==> src/rtl/ahb_slave_arbiter_pkg.sv <==
// Shared AHB definitions: default master count, htrans encodings and arbiter state type.
package AhbGlobalPackage;

    localparam int AHB_NO_OF_MASTERS = 4;

    localparam logic [1:0] HTRANS_IDLE   = 2'b00;
    localparam logic [1:0] HTRANS_BUSY   = 2'b01;
    localparam logic [1:0] HTRANS_NONSEQ = 2'b10;
    localparam logic [1:0] HTRANS_SEQ    = 2'b11;

    typedef enum logic [1:0] {
        ARB_IDLE   = 2'd0,
        ARB_OWNED  = 2'd1,
        ARB_LOCKED = 2'd2
    } arb_state_t;

endpackage

==> src/rtl/ahb_slave_arbiter_rr_picker.sv <==
// Combinational round-robin picker: first set request at or after ptr, wrapping.
module ahb_rr_picker #(
    parameter int N = 4,
    localparam int W = $clog2(N)
) (
    input  logic [N-1:0] req,
    input  logic [W-1:0] ptr,
    output logic [N-1:0] grant,
    output logic [W-1:0] idx
);

    logic         found;
    logic [W-1:0] cand;

    always_comb begin
        grant = '0;
        idx   = '0;
        found = 1'b0;
        cand  = '0;
        for (int k = 0; k < N; k++) begin
            cand = W'((int'(ptr) + k) % N);
            if (!found && req[cand]) begin
                found       = 1'b1;
                idx         = cand;
                grant[cand] = 1'b1;
            end
        end
    end

endmodule

==> src/rtl/ahb_slave_arbiter.sv <==
// Per-slave AHB arbiter: round-robin with lock precedence, burst retention and locked sequences.
// State table: ARB_IDLE | no owner ; ARB_OWNED | owner holds while BUSY/SEQ ; ARB_LOCKED | owner holds while hmastlock
module ahb_slave_arbiter
    import AhbGlobalPackage::*;
#(
    parameter int NO_OF_MASTERS = AHB_NO_OF_MASTERS,
    localparam int MID_W = $clog2(NO_OF_MASTERS)
) (
    input  logic                       hclk,
    input  logic                       hreset,
    input  logic [NO_OF_MASTERS-1:0]   hreq,
    input  logic [2*NO_OF_MASTERS-1:0] htrans_m,
    input  logic [NO_OF_MASTERS-1:0]   hmastlock_m,
    input  logic                       hready,
    output logic [NO_OF_MASTERS-1:0]   hgrant,
    output logic [MID_W-1:0]           hmaster,
    output logic [MID_W-1:0]           hmaster_data,
    output logic                       data_valid,
    output logic                       arb_locked
);

    arb_state_t               state_q, state_d;
    logic [NO_OF_MASTERS-1:0] hgrant_q, hgrant_d;
    logic [MID_W-1:0]         hmaster_q, hmaster_d;
    logic [MID_W-1:0]         rr_ptr_q, rr_ptr_d;
    logic [MID_W-1:0]         hmaster_data_q, hmaster_data_d;
    logic                     data_valid_q, data_valid_d;

    logic [1:0]               owner_trans;
    logic                     owner_lock;
    logic                     rearb;
    logic [NO_OF_MASTERS-1:0] lock_req, lock_onehot, all_onehot, win_onehot;
    logic [MID_W-1:0]         lock_idx, all_idx, win_idx;

    assign owner_trans = htrans_m[{hmaster_q, 1'b0} +: 2];
    assign owner_lock  = hmastlock_m[hmaster_q];
    assign lock_req    = hreq & hmastlock_m;

    ahb_rr_picker #(.N(NO_OF_MASTERS)) u_pick_lock (
        .req   (lock_req),
        .ptr   (rr_ptr_q),
        .grant (lock_onehot),
        .idx   (lock_idx)
    );

    ahb_rr_picker #(.N(NO_OF_MASTERS)) u_pick_all (
        .req   (hreq),
        .ptr   (rr_ptr_q),
        .grant (all_onehot),
        .idx   (all_idx)
    );

    // Locked requesters pre-empt the plain round-robin.
    assign win_onehot = (|lock_req) ? lock_onehot : all_onehot;
    assign win_idx    = (|lock_req) ? lock_idx    : all_idx;

    always_comb begin
        state_d        = state_q;
        hgrant_d       = hgrant_q;
        hmaster_d      = hmaster_q;
        rr_ptr_d       = rr_ptr_q;
        hmaster_data_d = hmaster_data_q;
        data_valid_d   = data_valid_q;
        rearb          = 1'b0;
        if (hready) begin
            hmaster_data_d = hmaster_q;
            data_valid_d   = (|hgrant_q) &&
                             ((owner_trans == HTRANS_NONSEQ) || (owner_trans == HTRANS_SEQ));
            case (state_q)
                ARB_OWNED:  rearb = (owner_trans == HTRANS_NONSEQ) || (owner_trans == HTRANS_IDLE);
                ARB_LOCKED: rearb = !owner_lock;
                default:    rearb = 1'b1;
            endcase
            if (rearb) begin
                if (|hreq) begin
                    hgrant_d  = win_onehot;
                    hmaster_d = win_idx;
                    rr_ptr_d  = (win_idx == MID_W'(NO_OF_MASTERS - 1)) ? '0 : win_idx + 1'b1;
                    state_d   = hmastlock_m[win_idx] ? ARB_LOCKED : ARB_OWNED;
                end else begin
                    hgrant_d = '0;
                    state_d  = ARB_IDLE;
                end
            end
        end
    end

    always_ff @(posedge hclk or posedge hreset) begin
        if (hreset) begin
            state_q        <= ARB_IDLE;
            hgrant_q       <= '0;
            hmaster_q      <= '0;
            rr_ptr_q       <= '0;
            hmaster_data_q <= '0;
            data_valid_q   <= 1'b0;
        end else begin
            state_q        <= state_d;
            hgrant_q       <= hgrant_d;
            hmaster_q      <= hmaster_d;
            rr_ptr_q       <= rr_ptr_d;
            hmaster_data_q <= hmaster_data_d;
            data_valid_q   <= data_valid_d;
        end
    end

    assign hgrant       = hgrant_q;
    assign hmaster      = hmaster_q;
    assign hmaster_data = hmaster_data_q;
    assign data_valid   = data_valid_q;
    assign arb_locked   = (state_q == ARB_LOCKED);

endmodule

==> config.mk <==
export PLATFORM = sky130hd
export DESIGN_NAME = ahb_slave_arbiter
export DESIGN_NICKNAME = d
export VERILOG_FILES = /design/src/rtl/ahb_slave_arbiter_pkg.sv /design/src/rtl/ahb_slave_arbiter_rr_picker.sv /design/src/rtl/ahb_slave_arbiter.sv
export SDC_FILE = /design/constraint.sdc
export NUM_CORES = 1
export LEC_CHECK = 0
export CORE_MARGIN = 1.5
export CORE_UTILIZATION = 39
export CTS_CLUSTER_SIZE = 24
export DETAILED_ROUTE_END_ITERATION = 10
export SYNTH_ARGS = -nofsm -noshare
export SYNTH_HDL_FRONTEND = slang
export SYNTH_SLANG_ARGS = --single-unit
==> constraint.sdc <==
create_clock -name hclk -period 2.7 [get_ports hclk]
set_input_delay 0.27 -clock hclk [delete_from_list [all_inputs] [get_ports hclk]]
set_output_delay 0.27 -clock hclk [all_outputs]
set_load 0.005 [all_outputs]
# Word-level counts from Yosys, hierarchy flattened

Cells that the tools add are included.

$add $sub $neg: 4
Magnitude comparators: 10
Eq/ne operators: 5
Shift-type cells: 1
Multiplexer cells: 58
Bitwise gates (word level): 7
Reductions and logical operators: 26

Operators by type and width:

| operator                                             | number |
|---|---|
| 2-to-1 mux 4 bit                                     | 10 |
| 2-to-1 mux 2 bit                                     | 12 |
| bitwise OR 4 bit                                     | 6 |
| 2-to-1 mux 1 bit                                     | 21 |
| binary-select mux 1 bit (select 2 bit)               | 10 |
| < comparator 2 x 3 -> 1 bit (second input constant)  | 6 |
| OR reduction 4 bit                                   | 3 |
| logical AND 1 bit                                    | 11 |
| demux 1 bit (select 2 bit)                           | 4 |
| equality test 2 bit (second input constant)          | 4 |
| >= comparator 2 x 1 -> 1 bit (second input constant) | 4 |
| indexed part select 8 x 4 -> 2 bit                   | 1 |
| zero test 1 bit                                      | 7 |
| adder 2 x 1 -> 2 bit (second input constant)         | 2 |
| adder 2 bit (second input constant)                  | 2 |
| AND 4 bit                                            | 1 |
| AND reduction 3 bit                                  | 1 |
| equality test 2 x 1 -> 1 bit (second input constant) | 1 |
| zero test 2 bit                                      | 1 |
| logical OR 1 bit                                     | 2 |
| case mux 1 bit (2 select lines)                      | 1 |
| AND reduction 2 bit                                  | 1 |

Register bits: 13
Bits of input ports: 19
Output and inout port bits: 10
Word-level logic and storage cells: 117

# Logic depth before layout (Yosys ltp)

Gate-level depths: netlist of run 1.

Depth in word-level cells: 18
Gate-level depth with buffers: 12
Depth with buffers taken out: 10

# Hierarchy

Synthesis of run 1 repeated with hierarchy kept, for this count alone.

Cells, all modules: 183
Area total of the unflattened synthesis: 1795.5 um^2

By module, submodules not included:

| module                      | instances | cells each | area an instance (um^2) | seq. area each (um^2) |
|---|---|---|---|---|
| ahb_slave_arbiter           | 1         | 70         | 867.1                   | 325.3 |
| ahb_rr_picker (u_pick_lock) | 1         | 65         | 489.2                   | 0.0 |
| ahb_rr_picker (u_pick_all)  | 1         | 48         | 439.2                   | 0.0 |

# Worst setup path before layout of run 1

Ideal clock, no wire load.

Path kind: reg-to-reg
From: register rr_ptr_q[1]
To: register rr_ptr_q[0]
Setup time: 82 ps
Arrival: 2744 ps
Data required time: 2618 ps
Path slack: -127 ps
Stages on the path, launching flop included: 12
Path buffers: 2
Period minus slack after synthesis: 2827 ps
Path through: dfrtp_1 > buf_2 > inv_1 > ha_1 > buf_4 > nor2_1 > a211oi_2 > nor4b_4 > o32a_4 > ha_1 > or3_1 > o22ai_1

Cells in the longest elaborated chain, start to end: 15
Elaborated cells between the ends (all ways): 49
Classes of those cells: add/sub (4); eq/ne (1); mux (32); reduce/logical (12)

RTL lines:

| element                                                       | RTL line                 | RTL |
|---|---|---|
| from (decl)                                                   | ahb_slave_arbiter.sv:25  | `logic [MID_W-1:0] rr_ptr_q, rr_ptr_d;` |
| from (signal assigned)                                        | ahb_slave_arbiter.sv:100 | `rr_ptr_q <= rr_ptr_d;` |
| branches (longest 12 deep; another with adder 2 x 1 -> 2 bit) | --                       |  |
| 2-to-1 mux 2 bit *                                            | ahb_slave_arbiter.sv:55  | `assign win_idx = (\|lock_req) ? lock_idx : all_idx;` |
| named net win_idx[1]                                          | ahb_slave_arbiter.sv:33  | `logic [MID_W-1:0] lock_idx, all_idx, win_idx;` |
| equality test 2 bit *                                         | ahb_slave_arbiter.sv:78  | `rr_ptr_d = (win_idx == MID_W'(NO_OF_MASTERS - 1)) ? '0 : win_idx + 1'b1;` |
| 2-to-1 mux 2 bit *                                            | ahb_slave_arbiter.sv:78  |  |

Mark *: on every way through the listed nets, which the timed path passes. The select of a mux whose other input is x is not followed.
A chain may end at the register's enable or synchronous reset.

# Final worst setup path of run 1

From: register rr_ptr_q[0]
To: register rr_ptr_q[0]

Cells in the longest elaborated chain, start to end: 15
Elaborated cells between the ends (all ways): 49
Classes of those cells: add/sub (4); eq/ne (1); mux (32); reduce/logical (12)

RTL lines:

| element                                                            | RTL line |
|---|---|
| branches (longest 12 deep; another with adder 2 x 1 -> 2 bit)      | -- |
| 2-to-1 mux 2 bit *                                                 | ahb_slave_arbiter.sv:55 |
| named net win_idx[0]                                               | ahb_slave_arbiter.sv:33 |
| adder 2 x 1 -> 2 bit / equality test 2 bit (equally long branches) | ahb_slave_arbiter.sv:78 |
| 2-to-1 mux 2 bit *                                                 | ahb_slave_arbiter.sv:78 |

Marks and branches as above.

==> results by group, run 1 <==
Clock tree
  – Root buf cell: clkbuf_8
  – CTS buffer count: 3
  – CTS clk-pin slew, worst paths: ~0.050 ns
  – TritonCTS clock tree: yes
  – Max Buffers Root-to-Sink: 2
  – Worst-Skew Late Latency: 0.23 ns
  – Hold buffers post-CTS: 0
  – # Post-CTS Setup Buffers: 0
  – # clock sinks: 13
  – H-tree levels: 1

Logic synthesis
  – Seq/Total Area, Yosys: 0.1937
  – Post-synthesis async set-or-reset flop share: 1.000
  – Post-synthesis area per instance: 9.650 sq um
  – Largest family of logic cells by synthesized area: compound AO/OA/AOI/OAI gates
  – Synth Area in Compound Gates: 0.2660
  – Post-synth EDFFs: 0
  – Mapped Area: 1679 sq um
  – Multiplexer area fraction after synthesis: 0.1721
  – Number of warnings issued by yosys: 0
  – Synthesized instance count: 174
  – Synth Net Count: 204
  – Post-synthesis simple-gate area fraction: 0.2154
  – Main synth FF type: dfrtp_1
  – Post-Synth Adder-Cell Area: 0.08197
  – Flops & latches, synth: 13
  – Xor/xnor share of the synthesized area: 0
  – Synth cell types: 50

Detailed routing
  – DR iter-0 viols: 114
  – DRT Pass-1 Iters: 4
  – Met3 WL: between 200 and 300 um
  – Highest metal layer with signal wires: met4
  – ANT nets after route: 0
  – Routed len/inst: between 15 and 20 um
  – Via-per-instance ratio: 6.015
  – Drc violations: 0
  – Met1 Wirelength: 1867 um
  – Final WL: 4307 um
  – Via Count: 1570
  – Metal2 WL: 2101 um

Timing
  – Setup TNS: 0 ns
  – Fmax: 0.3911 GHz
  – Period utilization: 0.9470
  – Tmin final: 2.557 ns
  – Final Skew: 0.0006528 ns
  – Final Hold Viols: 0
  – Final Max Slew Viols: 0
  – Slew of the pin with the lowest slew margin: 0.5424 ns
  – RSZ-0062 raised after global routing: no
  – Worst slew margin: 0.6384
  – Number of setup violations in the final report: 0

Finish
  – Register area: 325.3 sq um
  – Antenna cell count: 0
  – Area occupied by multi-input gates: 1237 sq um
  – Layout cells sized above 1: 0.2370
  – P&R area growth vs syn: 26.15%
  – Filler cell count: roughly 360
  – Final core occ: 0.5220
  – Design Area, Final: 2118 sq um
  – Final #Nets: 242

Power and ir drop
  – Leakage power: 0.8543 nW
  – Maximum VDD drop: 0.0003737 V
  – Pwr dens: roughly 1100 nW/um^2

Setup path
  – Max stage delay on crit path: between 0.4 and 0.5 ns
  – Worst path bufs/invs: 2
  – Critical path cell sequence: inv_4 -> ha_2 -> buf_4 -> nand3b_1 -> and2_1 -> o221ai_1 -> a21o_1 -> o21ai_1 -> ha_1 -> or3_1 -> o22ai_1
  – WP data arrival: 2.71 ns
  – CP delay by family, top: simple AND/OR/NAND/NOR gates
  – Type of origin of the critical path: flop
  – CP max-delay cell: dfrtp_1
  – Crit. End Element: flop
  – Critical path peak fanout: 10
  – WP data required: between 2 and 3 ns
  – Crit Path Category: flop to flop
  – Worst R2R Setup Slack: 0.14 ns

Global route
  – Gr usage total: 0.2001
  – Remaining Overflow, GRT: 0
  – Initial antenna violation count: 0
  – Largest net degree at the start of global routing: 23
  – First-pass GRT wire length: 7224 um
  – Vias in the first global route: 1520

Floorplanning
  – Initial core utilization: 0.4138
  – IO Pins: 29
  – Horiz. Die Dim: 68.62 um
  – Num rows: 23
  – Die height: 68.62 um
  – Die area: roughly 4700 sq um
  – Core Region: approximately 4100 sq um

Flow run
  – Number of max-cap violations: 0

Placement
  – Area post-placement: between 2000 and 2500 sq um
  – Port buffer count: 28
  – HPWL after detailed placement: 3387 um
  – RD Place Congestion: 0.9150

Status
  – Outcome: finished clean

Min path
  – Hold Path Class: primary input to asynchronous set/reset pin
-- where the power goes --
group          internal [mW]  switching [mW]  total (mW)
logic                  0.860           0.863        1.72
clock network          0.104          0.0624       0.166
registers              0.298          0.0952       0.394
total                   1.26            1.02        2.28
-- Yosys cell counts (2+ instances only) --
cell type	count	area share
dfrtp_1	13	0.19
ha_1	11	0.082
o21ai_0	11	0.033
nor3_1	9	0.027
a221o_1	8	0.048
nand2_1	8	0.018
inv_1	7	0.016
mux4_2	7	0.094
nand3_1	7	0.021
mux2i_1	6	0.036
o211ai_1	6	0.027
buf_2	5	0.015
mux2_2	5	0.034
nor2_1	5	0.011
a21oi_1	4	0.012
a222oi_1	4	0.024
a31oi_1	4	0.015
and2_1	4	0.015
and3b_1	4	0.021
buf_6	4	0.027
clkbuf_1	3	0.0067
o221ai_1	3	0.016
a211oi_2	2	0.015
a21o_1	2	0.0089
and3_1	2	0.0075
nand4_1	2	0.0075
nor2_2	2	0.0075
nor2b_1	2	0.0075
nor4_4	2	0.025
o22ai_1	2	0.0075
-- final timing paths --
check	from	cells past startpoint	end
setup reg to reg	rr_ptr_q[0]	11	rr_ptr_q[0]
setup / recovery	rr_ptr_q[0]	11	rr_ptr_q[0]
hold / removal	hreset	2	data_valid
hold reg to reg	hmaster_data[0]	1	hmaster_data[0]
min in group hclk	hmaster_data[0]	1	hmaster_data[0]
max in group asynchronous	hreset	2	state_q[1]
-- registers in the layout, summed over array words and instances (netlist names) --
register	flops
hmaster	2
data_valid	1
rr_ptr_q	2
state_q	2
hgrant	4
hmaster_data	2
-- logic make-up after synthesis --
logic type | count (synthesis)
AO/OA/AOI/OAI | 55
adder cells (fa/ha/maj) | 11
buffers and inverters | 21
flip-flops | 13
multiplexers | 19
AND/OR/NAND/NOR | 55
-- cell usage in the layout, fill, tap and decap left out, types with 4 or more instances in the layout --
cell type        netlist  routed
clkdlybuf4s50_1        0      28
buf_4                  1      18
dfrtp_1               13      13
o21ai_0               11      11
ha_1                  11      10
nor3_1                 9       9
nand2_1                8       8
a221o_1                8       8
mux4_2                 7       7
nand3_1                7       7
inv_1                  7       6
mux2i_1                6       6
o211ai_1               6       6
nor2_1                 5       5
mux2_2                 5       5
and2_1                 4       4
and3b_1                4       4
a21oi_1                4       4
a222oi_1               4       4
a31oi_1                4       4
-- area by class of cell --
| type | count | area share |
|---|---|---|
| timing repair buffer | 46 | 0.1961 |
| multi-input combinational | 140 | 0.5842 |
| inverter | 8 | 0.01536 |
| sequential | 13 | 0.1536 |
| clock buffer | 4 | 0.02126 |
| tap | 50 | 0.02953 |
-- through the flow --
step / instances / setup slack, ns / hold slack [ns] / total power [mW]
6_report: 261 / 0.1431 / 0.3470 / 2.283
5_1_grt: 261 / 0.007388 / 0.4304 / 2.487
4_1_cts: 261 / 0.09109 / 0.3673 / 2.279
3_5_place_dp: 257 / -0.02498 / 0.5057 / 2.101
3_3_place_gp: 257 / 0.05733 / 0.4906 / 2.093
2_1_floorplan: 174 / 0.01898 / 0.1470 / 1.589
-- what timing repair did --
| item | 4_1_cts | 5_1_grt |
|---|---|---|
| gates resized for setup | 0 | 1 |
| endpoints found under the setup margin | 0 | 2 |
| hold endpoints to repair | 0 | 0 |
-- per-layer routing --
| layer | vias to the layer above | global-route usage |
|---|---|---|
| met5 | - | 0 |
| met4 | 0 | 0.05000 |
| met3 | 6 | 0.01786 |
| met2 | 62 | 0.3606 |
| met1 | 730 | 0.2553 |
| li1 | 772 | - |
Power figures use the tool's default switching activity.
==> run 2: changes to the inputs <==
--- a/config.mk
+++ b/config.mk
@@ -7,6 +7,7 @@
 export LEC_CHECK = 0
 export CORE_MARGIN = 1.5
 export CORE_UTILIZATION = 39
+export CTS_BUF_LIST = sky130_fd_sc_hd__clkbuf_8
 export CTS_CLUSTER_SIZE = 24
 export DETAILED_ROUTE_END_ITERATION = 10
 export SYNTH_ARGS = -nofsm -noshare
==> results by group, run 2 (synthesis results as in run 1) <==
Floorplanning
  – Die height: 68.62 um
  – Core Region: 4058 sq um
  – Die area: 4708 sq um
  – Initial core utilization: 0.4138
  – Num rows: 23
  – IO Pins: 29
  – Horiz. Die Dim: 68.62 um

Timing
  – Final Max Slew Viols: 0
  – Final Hold Viols: 0
  – Slew of the pin with the lowest slew margin: around 0.54 ns
  – Period utilization: 0.9466
  – RSZ-0062 raised after global routing: no
  – Tmin final: between 2 and 3 ns
  – Fmax: 0.3913 GHz
  – Worst slew margin: 0.6384
  – Number of setup violations in the final report: 0
  – Final Skew: 0.001105 ns

Setup path
  – Worst path bufs/invs: 2
  – CP delay by family, top: simple AND/OR/NAND/NOR gates
  – WP data arrival: 2.71 ns
  – Critical path peak fanout: 10
  – WP data required: between 2 and 3 ns
  – Crit. End Element: flop
  – Critical path cell sequence: inv_4 -> ha_2 -> buf_4 -> nand3b_1 -> and2_1 -> o221ai_1 -> a21o_1 -> o21ai_1 -> ha_1 -> or3_1 -> o22ai_1
  – Crit Path Category: flop to flop
  – Max stage delay on crit path: 0.41 ns
  – CP max-delay cell: dfrtp_1
  – Type of origin of the critical path: flop

Global route
  – Largest net degree at the start of global routing: 23
  – Vias in the first global route: 1520
  – First-pass GRT wire length: 7224 um
  – Remaining Overflow, GRT: 0
  – Initial antenna violation count: 0
  – Gr usage total: 0.2001

Clock tree
  – # clock sinks: 13
  – Max Buffers Root-to-Sink: 2
  – TritonCTS clock tree: yes
  – H-tree levels: 1
  – Hold buffers post-CTS: 0
  – CTS clk-pin slew, worst paths: 0.05 ns
  – # Post-CTS Setup Buffers: 0
  – Root buf cell: clkbuf_8
  – Worst-Skew Late Latency: 0.23 ns
  – CTS buffer count: 3
  – Post_cts resized: 0

Detailed routing
  – Via-per-instance ratio: 6.019
  – Final WL: 4304 um
  – Routed len/inst: 16.49 um
  – DR iter-0 viols: about 120
  – ANT nets after route: 0
  – DRT Pass-1 Iters: 4
  – Via Count: ~1600
  – Drc violations: 0

Flow run
  – Number of max-cap violations: 0

Power and ir drop
  – NetSw: ~1.0 mW
  – Logic pwr share: 0.756
  – Internal power: 1.259 mW
  – Clock power frac: 0.071
  – Leakage power: ~0.86 nW
  – Switching Fraction: 0.4478
  – Maximum VDD drop: 0.0003732 V
  – Pwr dens: around 1100 nW/um^2
  – Sequential power share: 0.173

Finish
  – Max reg flops: 4
  – Design Area, Final: 2118 sq um
  – Final #Nets: 242
  – Antenna cell count: 0
  – Layout Cells excl Fill: 261
  – Most frequent cells in the layout: clkdlybuf4s50_1, buf_4, dfrtp_1
  – Filler cell count: 359
  – Most common cell after layout, fill and taps aside: clkdlybuf4s50_1
  – P&R area growth vs syn: 26.15%
  – Layout cells sized above 1: 0.2370

Placement
  – Port buffer count: 28
  – RD Place Congestion: 0.9150
  – HPWL after detailed placement: between 3000 and 4000 um
  – Area post-placement: 2071 sq um
  – Placed insts: 257

Min path
  – Hold Path Class: primary input to asynchronous set/reset pin

Status
  – Outcome: finished clean
## run 2: worst register-to-register path: cells and delay by family (launching register included)
family | cells | cell delay, ns
AO/OA/AOI/OAI | 4 | 0.54
adder cells (fa/ha/maj) | 2 | 0.51
buffers and inverters | 2 | 0.26
flip-flops | 1 | 0.41
AND/OR/NAND/NOR | 3 | 0.76
## run 2: path summary, 6_finish.rpt
check	startpoint	endpoint	slack, ns	cells after the start
worst max-delay path	rr_ptr_q[0]	rr_ptr_q[0]	0.14	11
worst min register to register	hmaster_data[0]	hmaster_data[0]	0.51	1
min in group hclk	hmaster_data[0]	hmaster_data[0]	0.51	1
worst max register to register	rr_ptr_q[0]	rr_ptr_q[0]	0.14	11
worst min-delay path	hreset	data_valid	0.35	2
max in group asynchronous	hreset	rr_ptr_q[1]	2.03	2
## run 2: area by class of cell
type,count,area (sq um),share of cell area
clock inverter,1,3.754,0.001772
tap,50,62.56,0.02953
inverter,8,32.53,0.01536
timing repair buffer,46,415.4,0.1961
sequential,13,325.3,0.1536
multi-input combinational,140,1237,0.5842
clock buffer,3,41.29,0.01949
## run 2: power groups by stage
| stage | sequential, mW | clock [mW] | combinational, mW |
|---|---|---|---|
| floorplan | 0.393 | 0 | 1.20 |
| detailed placement | 0.399 | 0 | 1.70 |
| finish | 0.394 | 0.163 | 1.72 |
| CTS | 0.397 | 0.169 | 1.71 |
| global route | 0.408 | 0.179 | 1.90 |
| global placement | 0.395 | 0 | 1.70 |
## run 2: metal layers
| metal | up-vias | share of wire | GRT usage |
|---|---|---|---|
| li1 | 771 | - | - |
| met1 | 732 | 0.43 | 0.2553 |
| met2 | 64 | 0.50 | 0.3606 |
| met3 | 4 | 0.063 | 0.01786 |
| met4 | 0 | 0.0063 | 0.05000 |
| met5 | - | 0 | 0 |
## run 2: through the flow
step | total power [mW] | setup WS (ns) | hold WS [ns] | util | TNS (ns)
floorplan | 1.589 | 0.01898 | 0.1470 | - | 0
detailed placement | 2.101 | -0.02498 | 0.5057 | 0.5103 | -0.02498
global placement | 2.093 | 0.05733 | 0.4906 | 0.5103 | 0
global route | 2.484 | 0.007283 | 0.4304 | 0.5220 | 0
CTS | 2.275 | 0.09104 | 0.3673 | 0.5214 | 0
finish | 2.279 | 0.1443 | 0.3470 | 0.5220 | 0
==> run 3: changes to the inputs <==
--- a/config.mk
+++ b/config.mk
@@ -10,6 +10,8 @@
 export CTS_BUF_LIST = sky130_fd_sc_hd__clkbuf_8
 export CTS_CLUSTER_SIZE = 24
 export DETAILED_ROUTE_END_ITERATION = 10
+export GPL_TIMING_DRIVEN = 1
+export SKIP_CTS_REPAIR_TIMING = 1
 export SYNTH_ARGS = -nofsm -noshare
 export SYNTH_HDL_FRONTEND = slang
 export SYNTH_SLANG_ARGS = --single-unit
==> constraint.sdc (replaced) <==
create_clock -name hclk -period 3.3 [get_ports hclk]
set_input_delay 0.33 -clock hclk [delete_from_list [all_inputs] [get_ports hclk]]
set_output_delay 0.33 -clock hclk [all_outputs]
set_load 0.005 [all_outputs]
==> results by group, run 3 (synthesis results as in run 1) <==
Finish
  – P&R area growth vs syn: 20.04%
  – Final core occ: 0.4968
  – Most frequent cells in the layout: clkdlybuf4s50_1, dfrtp_1, o21ai_0, ha_1, nor3_1
  – Most common cell after layout, fill and taps aside: clkdlybuf4s50_1
  – Layout Cells excl Fill: 248
  – Final #Nets: 229
  – Max reg flops: 4
  – Layout cells sized above 1: 0.1768
  – Antenna cell count: 0

Floorplanning
  – Core Region: around 4000 sq um
  – Die height: 68.62 um
  – Num rows: 23
  – IO Pins: 29
  – Die area: 4708 sq um
  – Initial core utilization: 0.4138
  – Horiz. Die Dim: around 69 um

Global route
  – Vias in the first global route: 1402
  – First-pass GRT wire length: roughly 7000 um
  – Gr usage total: 0.2012
  – Largest net degree at the start of global routing: 23
  – Remaining Overflow, GRT: 0
  – Initial antenna violation count: 0

Placement
  – HPWL after detailed placement: 3459 um
  – Placed insts: roughly 240
  – Port buffer count: 28
  – RD Place Congestion: between 0.8 and 0.9

Min path
  – Hold Path Class: primary input to asynchronous set/reset pin

Timing
  – Slew of the pin with the lowest slew margin: 0.5255 ns
  – Final Max Slew Viols: 0
  – Tmin final: 2.804 ns
  – Period utilization: 0.8497
  – Number of setup violations in the final report: 0
  – Final Skew: ~0.0033 ns
  – Final Hold Viols: 0
  – Setup TNS: 0 ns
  – Fmax: 0.3566 GHz
  – RSZ-0062 raised after global routing: no
  – Worst slew margin: 0.6465

Setup path
  – Crit. End Element: flop
  – Critical path peak fanout: 14
  – WP data required: 3.46 ns
  – Worst R2R Setup Slack: 0.50 ns
  – Type of origin of the critical path: flop
  – Crit Path Category: flop to flop
  – WP data arrival: 2.97 ns

Power and ir drop
  – Leakage power: 0.7966 nW
  – Logic pwr share: 0.748
  – Maximum VDD drop: roughly 0.00040 V
  – Clock power frac: 0.074
  – Switching Fraction: 0.4627
  – Final Power: 1.801 mW
  – NetSw: 0.8334 mW
  – Internal power: around 0.97 mW
  – Sequential power share: 0.179
  – Pwr dens: slightly below 900 nW/um^2

Detailed routing
  – Routed len/inst: roughly 18 um
  – ANT nets after route: 0
  – DR iter-0 viols: a little under 90
  – Drc violations: 0
  – DRT Pass-1 Iters: 4
  – Via Count: 1576
  – Via-per-instance ratio: 6.355
  – Final WL: 4440 um

Clock tree
  – Worst-Skew Late Latency: roughly 0.24 ns
  – Root buf cell: clkbuf_8
  – H-tree levels: 1
  – Max Buffers Root-to-Sink: 2
  – CTS buffer count: 3
  – TritonCTS clock tree: yes
  – # clock sinks: 13
  – CTS clk-pin slew, worst paths: approximately 0.050 ns

Flow run
  – Number of max-cap violations: 0

Status
  – Outcome: finished clean
==> run 3: cell count changes in the layout (fill, tap and decap cells not counted), sizes merged <==
| cell | before | now |
|---|---|---|
| buf | 18 | 5 |
==> run 3: per-stage QoR <==
| step | area, sq um | setup slack (ns) | hold slack, ns |
|---|---|---|---|
| after floorplan | 1679 | 0.4733 | 0.2070 |
| after global placement | 1971 | 0.3946 | 0.4916 |
| after detailed placement | 1971 | 0.2890 | 0.5002 |
| after CTS | 2016 | 0.5018 | 0.4016 |
| after global routing | 2016 | 0.3055 | 0.4448 |
| final | 2016 | 0.4961 | 0.3952 |
==> run 3: routing by layer <==
metal  global-route usage  vias up  share of wire
met5                    0        -              0
met4              0.08250        0          0.017
met3             0.008117        7          0.076
met2               0.3305       82           0.48
met1               0.2760      746           0.43
li1                     -      741              -
==> run 3: worst paths after layout <==
check | from | endpoint | cells after the start
min in group hclk | hmaster_data[0] | hmaster_data[0] | 1
hold / removal | hreset | rr_ptr_q[0] | 2
max in group asynchronous | hreset | rr_ptr_q[1] | 2
setup / recovery | rr_ptr_q[1] | rr_ptr_q[0] | 11
setup reg to reg | rr_ptr_q[1] | rr_ptr_q[0] | 11
hold reg to reg | hmaster_data[0] | hmaster_data[0] | 1
==> run 3: power by group through the flow <==
stage               combinational, mW  sequential [mW]  clock, mW
CTS                              1.35            0.325      0.139
global placement                 1.32            0.322          0
finish                           1.35            0.322      0.133
global route                     1.47            0.338      0.149
floorplan                       0.967            0.320          0
detailed placement               1.35            0.325          0
==> run 3: area by class of cell <==
type,instances,area (sq um)
Fill cell,366,2042
Multi-Input combinational cell,140,1235
Inverter,8,30.03
Sequential cell,13,325.3
Clock buffer,3,41.29
Clock inverter,1,3.754
Tap cell,50,62.56
Timing Repair Buffer,33,317.8
==> run 3: worst max-delay path, cell delays in order (launching register included) <==
cell and delay, ns:
dfrtp_1 0.36, inv_1 0.06, ha_1 0.58, buf_4 0.24
and3b_1 0.19, o221ai_1 0.17, o21a_1 0.16, o211a_1 0.18
o21ai_1 0.12, ha_1 0.20, or3_1 0.36, o22ai_1 0.11
